--- src/rtl/nlm_linebuf_ctrl.sv ---
// nlm_linebuf_ctrl: circular line-buffer sequencer for the NLM RAW-denoise stage.
// Writes each incoming row into a rotating SRAM bank. Once NUM_LINES-1 rows are
// stored, it reads the older banks column-aligned with the live pixel.
// Optional build macro NLM_LBUF_ERR_EN adds a sticky err_o protocol flag.
module nlm_linebuf_ctrl #(
  parameter  int ADDR_WIDTH = 8,
  parameter  int NUM_LINES  = 4,
  parameter  int HGT_WIDTH  = 12,
  localparam int BANK_W     = $clog2(NUM_LINES)
) (
  input  logic                  clk,
  input  logic                  rst_n,
  input  logic                  sof_i,
  input  logic                  pix_valid_i,
  input  logic [ADDR_WIDTH:0]   img_width_i,
  input  logic [HGT_WIDTH-1:0]  img_height_i,
  output logic [NUM_LINES-1:0]  wren_o,
  output logic [ADDR_WIDTH-1:0] wraddr_o,
  output logic                  rden_o,
  output logic [ADDR_WIDTH-1:0] rdaddr_o,
  output logic [BANK_W-1:0]     bank_ptr_o,
  output logic                  win_valid_o,
  output logic [ADDR_WIDTH-1:0] win_col_o,
  output logic [HGT_WIDTH-1:0]  win_row_o,
  output logic                  frame_done_o,
  output logic                  busy_o
`ifdef NLM_LBUF_ERR_EN
  ,
  output logic                  err_o
`endif
);

  typedef enum logic [1:0] {S_IDLE, S_FILL, S_RUN, S_DONE} state_t;

  localparam logic [ADDR_WIDTH:0]  MAX_W     = {1'b1, {ADDR_WIDTH{1'b0}}};
  localparam logic [ADDR_WIDTH:0]  COL_ONE   = (ADDR_WIDTH+1)'(1);
  localparam logic [HGT_WIDTH-1:0] ROW_ONE   = HGT_WIDTH'(1);
  localparam logic [HGT_WIDTH-1:0] FILL_LAST = HGT_WIDTH'(NUM_LINES - 2);
  localparam logic [BANK_W-1:0]    BANK_ONE  = BANK_W'(1);
  localparam logic [BANK_W-1:0]    BANK_LAST = BANK_W'(NUM_LINES - 1);

  state_t                state_q, state_d, eff_state;
  logic [ADDR_WIDTH:0]   col_q, col_d, eff_col;
  logic [HGT_WIDTH-1:0]  row_q, row_d, eff_row;
  logic [BANK_W-1:0]     bank_q, bank_d, eff_bank;
  logic [ADDR_WIDTH:0]   width_q, eff_width;
  logic [HGT_WIDTH-1:0]  height_q, eff_height;
  logic                  sof_ok, accept, eol, last_row;

  // A valid sof_i overrides the registered context in the same cycle so that a
  // coincident pixel is handled as column 0, row 0, bank 0 of the new frame.
  always_comb begin
    sof_ok     = sof_i && (img_width_i != '0) && (img_width_i <= MAX_W) &&
                 (img_height_i != '0);
    eff_state  = sof_ok ? S_FILL       : state_q;
    eff_col    = sof_ok ? '0           : col_q;
    eff_row    = sof_ok ? '0           : row_q;
    eff_bank   = sof_ok ? '0           : bank_q;
    eff_width  = sof_ok ? img_width_i  : width_q;
    eff_height = sof_ok ? img_height_i : height_q;

    accept   = pix_valid_i && ((eff_state == S_FILL) || (eff_state == S_RUN));
    eol      = (eff_col == (eff_width - COL_ONE));
    last_row = (eff_row == (eff_height - ROW_ONE));

    state_d  = eff_state;
    col_d    = eff_col;
    row_d    = eff_row;
    bank_d   = eff_bank;
    wren_o   = '0;
    rden_o   = 1'b0;
    wraddr_o = eff_col[ADDR_WIDTH-1:0];
    rdaddr_o = eff_col[ADDR_WIDTH-1:0];

    if (eff_state == S_DONE) state_d = S_IDLE;

    if (accept) begin
      wren_o[eff_bank] = 1'b1;
      rden_o           = (eff_state == S_RUN);
      if (eol) begin
        col_d  = '0;
        row_d  = eff_row + ROW_ONE;
        bank_d = (eff_bank == BANK_LAST) ? '0 : eff_bank + BANK_ONE;
        if (last_row)
          state_d = S_DONE;
        else if ((eff_state == S_FILL) && (eff_row == FILL_LAST))
          state_d = S_RUN;
      end else begin
        col_d = eff_col + COL_ONE;
      end
    end
  end

  // State, counters and latched frame geometry.
  always_ff @(posedge clk or negedge rst_n) begin
    if (!rst_n) begin
      state_q  <= S_IDLE;
      col_q    <= '0;
      row_q    <= '0;
      bank_q   <= '0;
      width_q  <= '0;
      height_q <= '0;
    end else begin
      state_q  <= state_d;
      col_q    <= col_d;
      row_q    <= row_d;
      bank_q   <= bank_d;
      width_q  <= eff_width;
      height_q <= eff_height;
    end
  end

  // Window tags registered to line up with SRAM read data.
  always_ff @(posedge clk or negedge rst_n) begin
    if (!rst_n) begin
      win_valid_o <= 1'b0;
      win_col_o   <= '0;
      win_row_o   <= '0;
      bank_ptr_o  <= '0;
    end else begin
      win_valid_o <= rden_o;
      win_col_o   <= eff_col[ADDR_WIDTH-1:0];
      win_row_o   <= eff_row;
      bank_ptr_o  <= eff_bank;
    end
  end

  // Status decoded from the registered state.
  always_comb begin
    frame_done_o = (state_q == S_DONE);
    busy_o       = (state_q == S_FILL) || (state_q == S_RUN);
  end

`ifdef NLM_LBUF_ERR_EN
  logic err_evt;

  // Short line, stray pixel outside a frame, or a malformed frame size.
  always_comb begin
    err_evt = (sof_i && (col_q != '0)) ||
              (sof_i && !sof_ok) ||
              (pix_valid_i && !sof_ok &&
               ((state_q == S_IDLE) || (state_q == S_DONE)));
  end

  // Sticky error flag, cleared only by reset.
  always_ff @(posedge clk or negedge rst_n) begin
    if (!rst_n) err_o <= 1'b0;
    else        err_o <= err_o | err_evt;
  end
`endif

endmodule

--- config.mk ---
export PLATFORM = sky130hd
export DESIGN_NAME = nlm_linebuf_ctrl
export DESIGN_NICKNAME = d
export VERILOG_FILES = /design/src/rtl/nlm_linebuf_ctrl.sv
export SDC_FILE = /design/constraint.sdc
export NUM_CORES = 1
export LEC_CHECK = 0
export CAP_MARGIN = 15
export CORE_UTILIZATION = 49
export CTS_BUF_LIST = sky130_fd_sc_hd__clkbuf_8
export DETAILED_ROUTE_END_ITERATION = 8
export GPL_ROUTABILITY_DRIVEN = 0
export PLACE_DENSITY = 0.81
export SLEW_MARGIN = 15
export SYNTH_ARGS = -nofsm -noshare
export SYNTH_HDL_FRONTEND = slang
export SYNTH_SLANG_ARGS = --single-unit
--- constraint.sdc ---
create_clock -name clk -period 4.3 [get_ports clk]
set_input_delay 0.645 -clock clk [delete_from_list [all_inputs] [get_ports clk]]
set_output_delay 0.645 -clock clk [all_outputs]
set_load 0.02 [all_outputs]
---- Word-level counts from Yosys, hierarchy flattened ----
Cells that the tools add are included.
word-level totals
  output and inout port bits .............. 46
  input port bits ......................... 25
  register bits ........................... 69
  logic and storage cells ................. 60
operators by class
  order comparisons ....................... 3
  add/sub/neg operators ................... 5
  multiplexer cells ....................... 22
  reductions and logical operators ........ 10
  equality and inequality tests ........... 10
operator list
  cell                     number
  $mux W12                 4
  $mux W9                  4
  $mux W2                  10
  $add A12 B1 Y12 const B  1
  $eq A12 B12 Y1           1
  $eq A12 B2 Y1 const B    1
  $reduce_bool A12 Y1      1
  $sub A12 B1 Y12 const B  1
  $eq A2 B2 Y1 const B     5
  $add A9 B1 Y9 const B    1
  $eq A9 B9 Y1             1
  $le A9 B9 Y1 const B     1
  $reduce_bool A9 Y1       1
  $sub A9 B1 Y9 const B    1
  $logic_and A1 B1 Y1      6
  $eq A2 B1 Y1 const B     2
  $mux W4                  1
  $lt A2 B3 Y1 const B     1
  $add A2 B1 Y2 const B    1
  $demux W1 S2             1
  $ge A2 B1 Y1 const B     1
  $logic_or A1 B1 Y1       2
  $mux W1                  2

---- Longest topological paths before layout ----
Gate-level depths: netlist of run 1.
  word-level depth ........................ 11
  depth in mapped cells ................... 15

---- Worst setup path after synthesis of run 1 ----
No wires, ideal clock.
  path kind ............................... input to register
  start point ............................. input port img_width_i[5]
  end point ............................... register state_q[0]
  buffers on the path ..................... 2
  slack ................................... -0.464 ns
  cell stages on the path ................. 15
  data arrival time ....................... 4.646 ns
  cells stage by stage .................... or4_1 > o31a_1 > nor3_2 > clkbuf_1 > mux2i_1 > ha_1 > nand2b_1 > nor3b_1 > xnor2_1 > a211o_1 > a32o_1 > nor4_1 > buf_4 > nand4_1 > a21bo_1
on the way
  word-level cells in the longest chain between the ends .. 11
  elaborated cells between the ends (all ways) .. 26
  classes of those cells .................. add/sub: 2; order compare: 1; eq/ne: 6; mux: 10; reduce/logical: 7
ends and longest elaborated chain
  element                                                                   RTL line  text
  start: declaration                                                        15        input logic [ADDR_WIDTH:0] img_width_i,
  parallel branches: the longest is 10 deep, another holds $sub A12 B1 Y12  -
  $mux W2 *                                                                 77        if (accept) begin
  via state_d[0]                                                            42        state_t state_q, state_d, eff_state;
  end signal: assignment                                                    104       state_q <= state_d;
  end: declaration                                                          42
Mark *: on every way through the listed nets, which the timed path passes.

---- Final worst setup path of run 1 ----
  start point ............................. input port img_width_i[0]
  end point ............................... register state_q[0]
The elaborated chain is that of the path after synthesis.

==> results of run 1 <==
-- power breakdown --
part / internal (mW) / switching, mW
combinational: 0.235 / 0.242
sequential: 0.690 / 0.0590
clock: 0.329 / 0.266
total: 1.25 / 0.566
-- how the worst max path moves through the flow --
stage / startpoint / endpoint / slack, ns / cells after the start
global route: img_width_i[0] / state_q[0] / -0.05 / 16
CTS: img_height_i[4] / col_q[1] / 0.03 / 16
detailed placement: img_width_i[3] / col_q[7] / -0.56 / 14
global placement: img_width_i[3] / col_q[1] / -0.32 / 14
finish: img_width_i[0] / state_q[0] / 0.09 / 16
floorplan: img_width_i[3] / col_q[1] / -0.17 / 15
-- flip-flops by register name, indices dropped and copies added, names as in the netlist --
name	flops
height_q	12
bank_q	2
bank_ptr_o	2
col_q	9
win_col_o	8
width_q	9
win_valid_o	1
row_q	12
win_row_o	12
state_q	2
-- final cells by class --
class                   instances  area [um2]  share of cell area, %
repair buffers                132        1170                   21.1
inverters                      16        60.1                   1.09
flip-flops and latches         69        1730                   31.2
clock buffers                   9         124                   2.24
well taps                     102         128                   2.31
clock inverters                 7        98.8                   1.79
multi-input cells             311        2230                   40.2
-- metal layers --
layer | up-vias | share of wire [%] | routed length (um)
met5 | - | 0 | 0
met4 | 0 | 3.2 | 330
met3 | 29 | 5.7 | 591
met2 | 172 | 49 | 5170
met1 | 1702 | 42 | 4360
li1 | 1678 | - | -
-- through the flow --
| stage | power (mW) | setup slack, ns | area [um2] | setup TNS, ns |
|---|---|---|---|---|
| floorplan | 0.988 | -0.166 | 3980 | -1.55 |
| global placement | 1.15 | -0.317 | 5070 | -6.58 |
| detailed placement | 1.17 | -0.556 | 5070 | -13.44 |
| finish | 1.82 | 0.0902 | 5530 | 0 |
| CTS | 1.80 | 0.0255 | 5440 | 0 |
| global route | 1.90 | -0.0460 | 5530 | -0.0466 |
-- layout by cell type (no fill, tap or decap), drive strengths merged, types with 6 or more instances in the layout --
cell type      instances
a21oi                  9
and2                  18
and3                   8
buf                   63
clkbuf                11
clkdlybuf4s50         51
dfrtp                 69
dlygate4sd2            8
dlymetal6s2s           7
ha                    12
inv                   17
mux2i                  8
nand2                 70
nand2b                 6
nand3                  8
nand4                 12
nor2                  24
nor3                  17
nor4                  11
o21ai                 13
or4                    6
xnor2                 26
xor2                  18
-- logic make-up after synthesis --
group	after synthesis	synth area share [%]
mux	10	2.63
flops	69	44.3
simple gates	201	26.7
compound gates	44	8.08
xor+xnor	44	9.88
fa+ha+maj	12	3.85
buf+inv	37	4.62
-- critical path, stage by stage --
cell	delay [ns]
sky130_fd_sc_hd__clkdlybuf4s50_1	0.42
sky130_fd_sc_hd__or3_4	0.33
sky130_fd_sc_hd__o31a_1	0.33
sky130_fd_sc_hd__nor3_4	0.24
sky130_fd_sc_hd__mux2i_2	0.36
sky130_fd_sc_hd__ha_4	0.22
sky130_fd_sc_hd__nor3b_4	0.25
sky130_fd_sc_hd__xnor2_2	0.16
sky130_fd_sc_hd__o22ai_2	0.16
sky130_fd_sc_hd__nor4_2	0.32
sky130_fd_sc_hd__nor3_2	0.11
sky130_fd_sc_hd__buf_4	0.15
sky130_fd_sc_hd__nor4_4	0.25
sky130_fd_sc_hd__buf_6	0.17
sky130_fd_sc_hd__nand4_1	0.15
sky130_fd_sc_hd__a21bo_1	0.22
-- what timing repair did --
item	4_1_cts	5_1_grt
buffers inserted	8	1
setup endpoints to repair	43	39
pin swaps	14	17
gates resized for setup	30	24
==> implementation parameters, run 1 <==
Parameter                              Value

Outcome
  Run status ... complete, no violations

Synth
  Total of warnings raised by yosys ... 0
  Count of unique library cells instantiated by Yosys ... 52
  Proportion of register bits with asynchronous set or reset after synthesis ... 100%
  Number of enable flip-flop cells after synthesis ... 0
  Fraction of post-synthesis cell area in the top cell type by area ... 44.3%
  Leading post-synthesis cells by instance count ... sky130_fd_sc_hd__nand2_1 (70), sky130_fd_sc_hd__dfrtp_1 (69), sky130_fd_sc_hd__xnor2_1 (26)
  Synthesized flop and latch total ... 69
  Mapped Nets ... 454
  Average footprint of a synthesized cell ... 9.36 um2
  Top-count cell post-synth ... sky130_fd_sc_hd__nand2_1
  Synth Cell Area ... 3900 um2
  Largest area contributor in the netlist ... sky130_fd_sc_hd__dfrtp_1
  Sequential share of the synthesized area ... 44.3%
  Post-Syn Instances ... 417
  Synth area leaders ... sky130_fd_sc_hd__dfrtp_1 (44%), sky130_fd_sc_hd__nand2_1 (6.7%), sky130_fd_sc_hd__xnor2_1 (5.8%)
  Most common flop cell mapped by yosys ... sky130_fd_sc_hd__dfrtp_1

Final layout
  Layout filler cell count ... 555
  Area growth syn-to-layout ... 41.9%
  # diodes ... 0
  Share of layout cells above drive strength 1 ... 23.5%
  Net count of the finished layout ... 576
  Final standard cell count with taps included and fillers excluded ... 646
  Post-layout util ... 71.6%

Clocking
  Clk sink count ... 69
  Clock buffers created by TritonCTS ... 9
  Clock-pin slew on the worst setup and hold paths ... 0.08 ns
  Clk buf depth ... 2
  Insertion delay of the later-clocked pin in the worst-skew pair ... 0.35 ns
  Post-cts hold buffer count ... 0
  Clock root buffer master ... sky130_fd_sc_hd__clkbuf_8
  TritonCTS clock tree ... yes
  Number of H-tree levels ... 3

Worst setup path
  Path depth of the worst reg2reg path ... 12
  Arrival @ worst endpoint ... 4.50 ns
  Worst flop-to-flop path endpoint ... state_q[0]
  Setup Crit Path Kind ... in -> reg
  Maximum fanout along the worst path ... 7
  Crit end category ... register
  Worst path required time ... 4.59 ns
  Worst Setup Start Kind ... input pin
  Worst R2R Setup Slack ... 1.34 ns
  Reg-to-reg startpoint ... width_q[0]

GRT
  Via count of the first global-routing pass ... 3,497
  Global routing usage summed across all routing layers ... 25.8%
  Largest net degree at the start of global routing ... 41
  Global Route met3 Usage ... 4.77%
  Antenna violations before repair ... 0
  Total congestion overflow ... 0
  Met2 usage ... 42.9%
  Met1 track utilization from global routing ... 32.0%
  Wire length of the first global-routing pass ... 16,800 um
  Global route hottest layer ... met2

Drt
  Drt total wl ... 10,500 um
  DRC errors left ... 0
  Drt pass-1 iters ... 5
  ANT nets after route ... 0
  Post-DR wirelength/cell ... 16.2 um
  Per-cell via count in the routed design ... 5.54
  Vias ... 3,581
  Number of DRC violations after detailed-routing iteration 0 ... 179

Timing
  Count of pins over their slew limit ... 0
  F_max ... 0.238 GHz
  Measured slew at the worst slew-check pin ... 0.670 ns
  Period minus WS final ... 4.21 ns
  Tightest slew margin relative to the limit ... 55.0%
  Hold Vio Cnt, Final ... 0
  Setup Skew ... 0.0101 ns
  Final-layout worst hold slack ... 0.316 ns
  Number of failing setup endpoints in the final timing report ... 0
  Fraction of the cycle the final worst path needs ... 97.9%

Job
  Max-cap violations ... 0

Pwr
  Largest vdd supply drop ... 0.000204 V
  Power density over cell area ... 329 nW/um2
  Total leakage power ... 2.67 nW

Die
  Die X ... 91.2 um
  Die Outline Area ... 8320 um2
  Io pins ... 71
  Core ar. ... 7730 um2
  Std cell rows ... 32
  Height of the die ... 91.2 um
  Initial core utilization ... 50.5%

Placement
  Final HPWL DP ... 7180 um
  Number of buffer cells added on primary ports ... 70
  Placed insts ... 621

Min path
  Kind of path behind the tightest hold check ... in -> async
No activity file was read; power rests on OpenSTA's default activity.
==> inputs of run 2 (changes only) <==
--- a/config.mk
+++ b/config.mk
@@ -6,6 +6,7 @@
 export NUM_CORES = 1
 export LEC_CHECK = 0
 export CAP_MARGIN = 15
+export CORE_MARGIN = 5
 export CORE_UTILIZATION = 49
 export CTS_BUF_LIST = sky130_fd_sc_hd__clkbuf_8
 export DETAILED_ROUTE_END_ITERATION = 8
==> implementation parameters, run 2 (synthesis gave the netlist of run 1 again) <==
Parameter                              Value

Outcome
  Run status ... complete, no violations

Drt
  DRC errors left ... 0
  ANT nets after route ... 0
  Per-cell via count in the routed design ... 5.55
  Vias ... 3,613
  Drt total wl ... 10,500 um
  Number of DRC violations after detailed-routing iteration 0 ... 132
  Drt pass-1 iters ... 4
  Post-DR wirelength/cell ... 16.2 um

Timing
  Setup Skew ... 0.00891 ns
  Accumulated negative setup slack ... 0 ns
  Number of failing setup endpoints in the final timing report ... 0
  Hold Vio Cnt, Final ... 0
  Final-layout worst hold slack ... 0.363 ns
  Setup ws final ... 0.104 ns
  Tightest slew margin relative to the limit ... 48.4%
  F_max ... 0.238 GHz
  Count of pins over their slew limit ... 0
  Measured slew at the worst slew-check pin ... 0.774 ns
  Period minus WS final ... 4.20 ns
  Fraction of the cycle the final worst path needs ... 97.6%

Die
  Io pins ... 71
  Core ar. ... 7730 um2
  Die Outline Area ... 9850 um2
  Height of the die ... 99.2 um
  Initial core utilization ... 50.5%
  Std cell rows ... 32
  Die X ... 99.2 um

Placement
  Final HPWL DP ... 7470 um
  Placed insts ... 624
  Number of buffer cells added on primary ports ... 70
  Worst slack, placed ... -0.478 ns

Final layout
  Area growth syn-to-layout ... 41.3%
  Largest regs ... height_q (12), row_q (12), win_row_o (12)
  Net count of the finished layout ... 581
  Share of layout cells above drive strength 1 ... 24.2%
  Leading cell type in the layout, fill and taps excluded ... sky130_fd_sc_hd__dfrtp_1
  Layout filler cell count ... 565
  Most frequent cells in the layout ... sky130_fd_sc_hd__dfrtp_1 (69), sky130_fd_sc_hd__nand2_1 (68), sky130_fd_sc_hd__buf_4 (63)
  Final standard cell count with taps included and fillers excluded ... 651
  # diodes ... 0

Worst setup path
  Setup Crit Path Kind ... in -> reg
  Crit end category ... register
  Arrival @ worst endpoint ... 4.43 ns
  Maximum fanout along the worst path ... 6
  Worst Setup Start Kind ... input pin
  Worst path required time ... 4.54 ns

Clocking
  Clk buf depth ... 2
  TritonCTS clock tree ... yes
  Clock root buffer master ... sky130_fd_sc_hd__clkbuf_8
  Clock buffers created by TritonCTS ... 9
  Clock-pin slew on the worst setup and hold paths ... 0.08 ns
  Clk sink count ... 69
  Insertion delay of the later-clocked pin in the worst-skew pair ... 0.35 ns
  Number of H-tree levels ... 3

Min path
  Kind of path behind the tightest hold check ... in -> async

GRT
  Wire length of the first global-routing pass ... 17,200 um
  Global routing usage summed across all routing layers ... 21.4%
  Antenna violations before repair ... 0
  Via count of the first global-routing pass ... 3,728
  Total congestion overflow ... 0
  Largest net degree at the start of global routing ... 37

Pwr
  Power density over cell area ... 313 nW/um2
  Largest vdd supply drop ... 0.000191 V
  Total leakage power ... 2.76 nW

Job
  Max-cap violations ... 0
## run 2: repair_timing
action / 4_1_cts / 5_1_grt
pin swaps: 15 / 29
resized for setup: 35 / 35
buffers inserted: 8 / 4
hold buffers: 0 / 0
endpoints found under the setup margin: 32 / 30
## run 2: worst paths after layout
path | startpoint | endpoint | cells past startpoint | slack, ns
max | img_width_i[3] | state_q[0] | 17 | 0.10
min | rst_n | bank_ptr_o[1] | 1 | 0.36
max in group asynchronous | rst_n | win_col_o[7] | 2 | 2.99
min in group clk | height_q[11] | height_q[11] | 2 | 0.53
min reg2reg | height_q[11] | height_q[11] | 2 | 0.53
max reg2reg | width_q[1] | state_q[0] | 13 | 1.33
## run 2: cell type report
cell class	instances	area, um2	share of cell area (%)
Inverter	16	60.1	1.09
Clock buffer	9	124	2.25
Sequential cell	69	1730	31.3
Timing Repair Buffer	137	1210	22.0
Multi-Input combinational cell	311	2200	39.8
Tap cell	102	128	2.31
Clock inverter	7	67.6	1.23
## run 2: per-stage QoR
| step | area [um2] | total power, mW | utilization, % |
|---|---|---|---|
| floorplan | 3980 | 0.988 | - |
| global placement | 5090 | 1.16 | 65.9 |
| detailed placement | 5090 | 1.17 | 65.9 |
| CTS | 5380 | 1.70 | 69.6 |
| global route | 5510 | 1.81 | 71.4 |
| finish | 5510 | 1.73 | 71.4 |
## run 2: critical path, stage by stage
cell,delay [ns]
sky130_fd_sc_hd__clkbuf_2,0.10
sky130_fd_sc_hd__or4_4,0.54
sky130_fd_sc_hd__o31a_1,0.36
sky130_fd_sc_hd__nor3_4,0.28
sky130_fd_sc_hd__mux2i_2,0.31
sky130_fd_sc_hd__ha_2,0.27
sky130_fd_sc_hd__buf_6,0.12
sky130_fd_sc_hd__buf_6,0.09
sky130_fd_sc_hd__nand2b_4,0.06
sky130_fd_sc_hd__nor3b_4,0.23
sky130_fd_sc_hd__xnor2_2,0.11
sky130_fd_sc_hd__a211o_1,0.26
sky130_fd_sc_hd__a32o_2,0.27
sky130_fd_sc_hd__nor4_4,0.28
sky130_fd_sc_hd__buf_6,0.17
sky130_fd_sc_hd__nand4_1,0.12
sky130_fd_sc_hd__a21bo_1,0.22
## run 2: report_power, final
| part | internal, mW | switching, mW | leakage, nW |
|---|---|---|---|
| clock | 0.264 | 0.250 | 0.0964 |
| sequential | 0.690 | 0.0587 | 0.918 |
| combinational | 0.228 | 0.236 | 1.74 |
| total | 1.18 | 0.545 | 2.76 |
## run 2: layer usage
layer	global-route usage (%)	wire [um]	share of wire [%]
met3	5.33	612	5.8
met4	6.83	205	1.9
met2	37.6	5410	51
met1	25.7	4300	41
met5	0	0	0
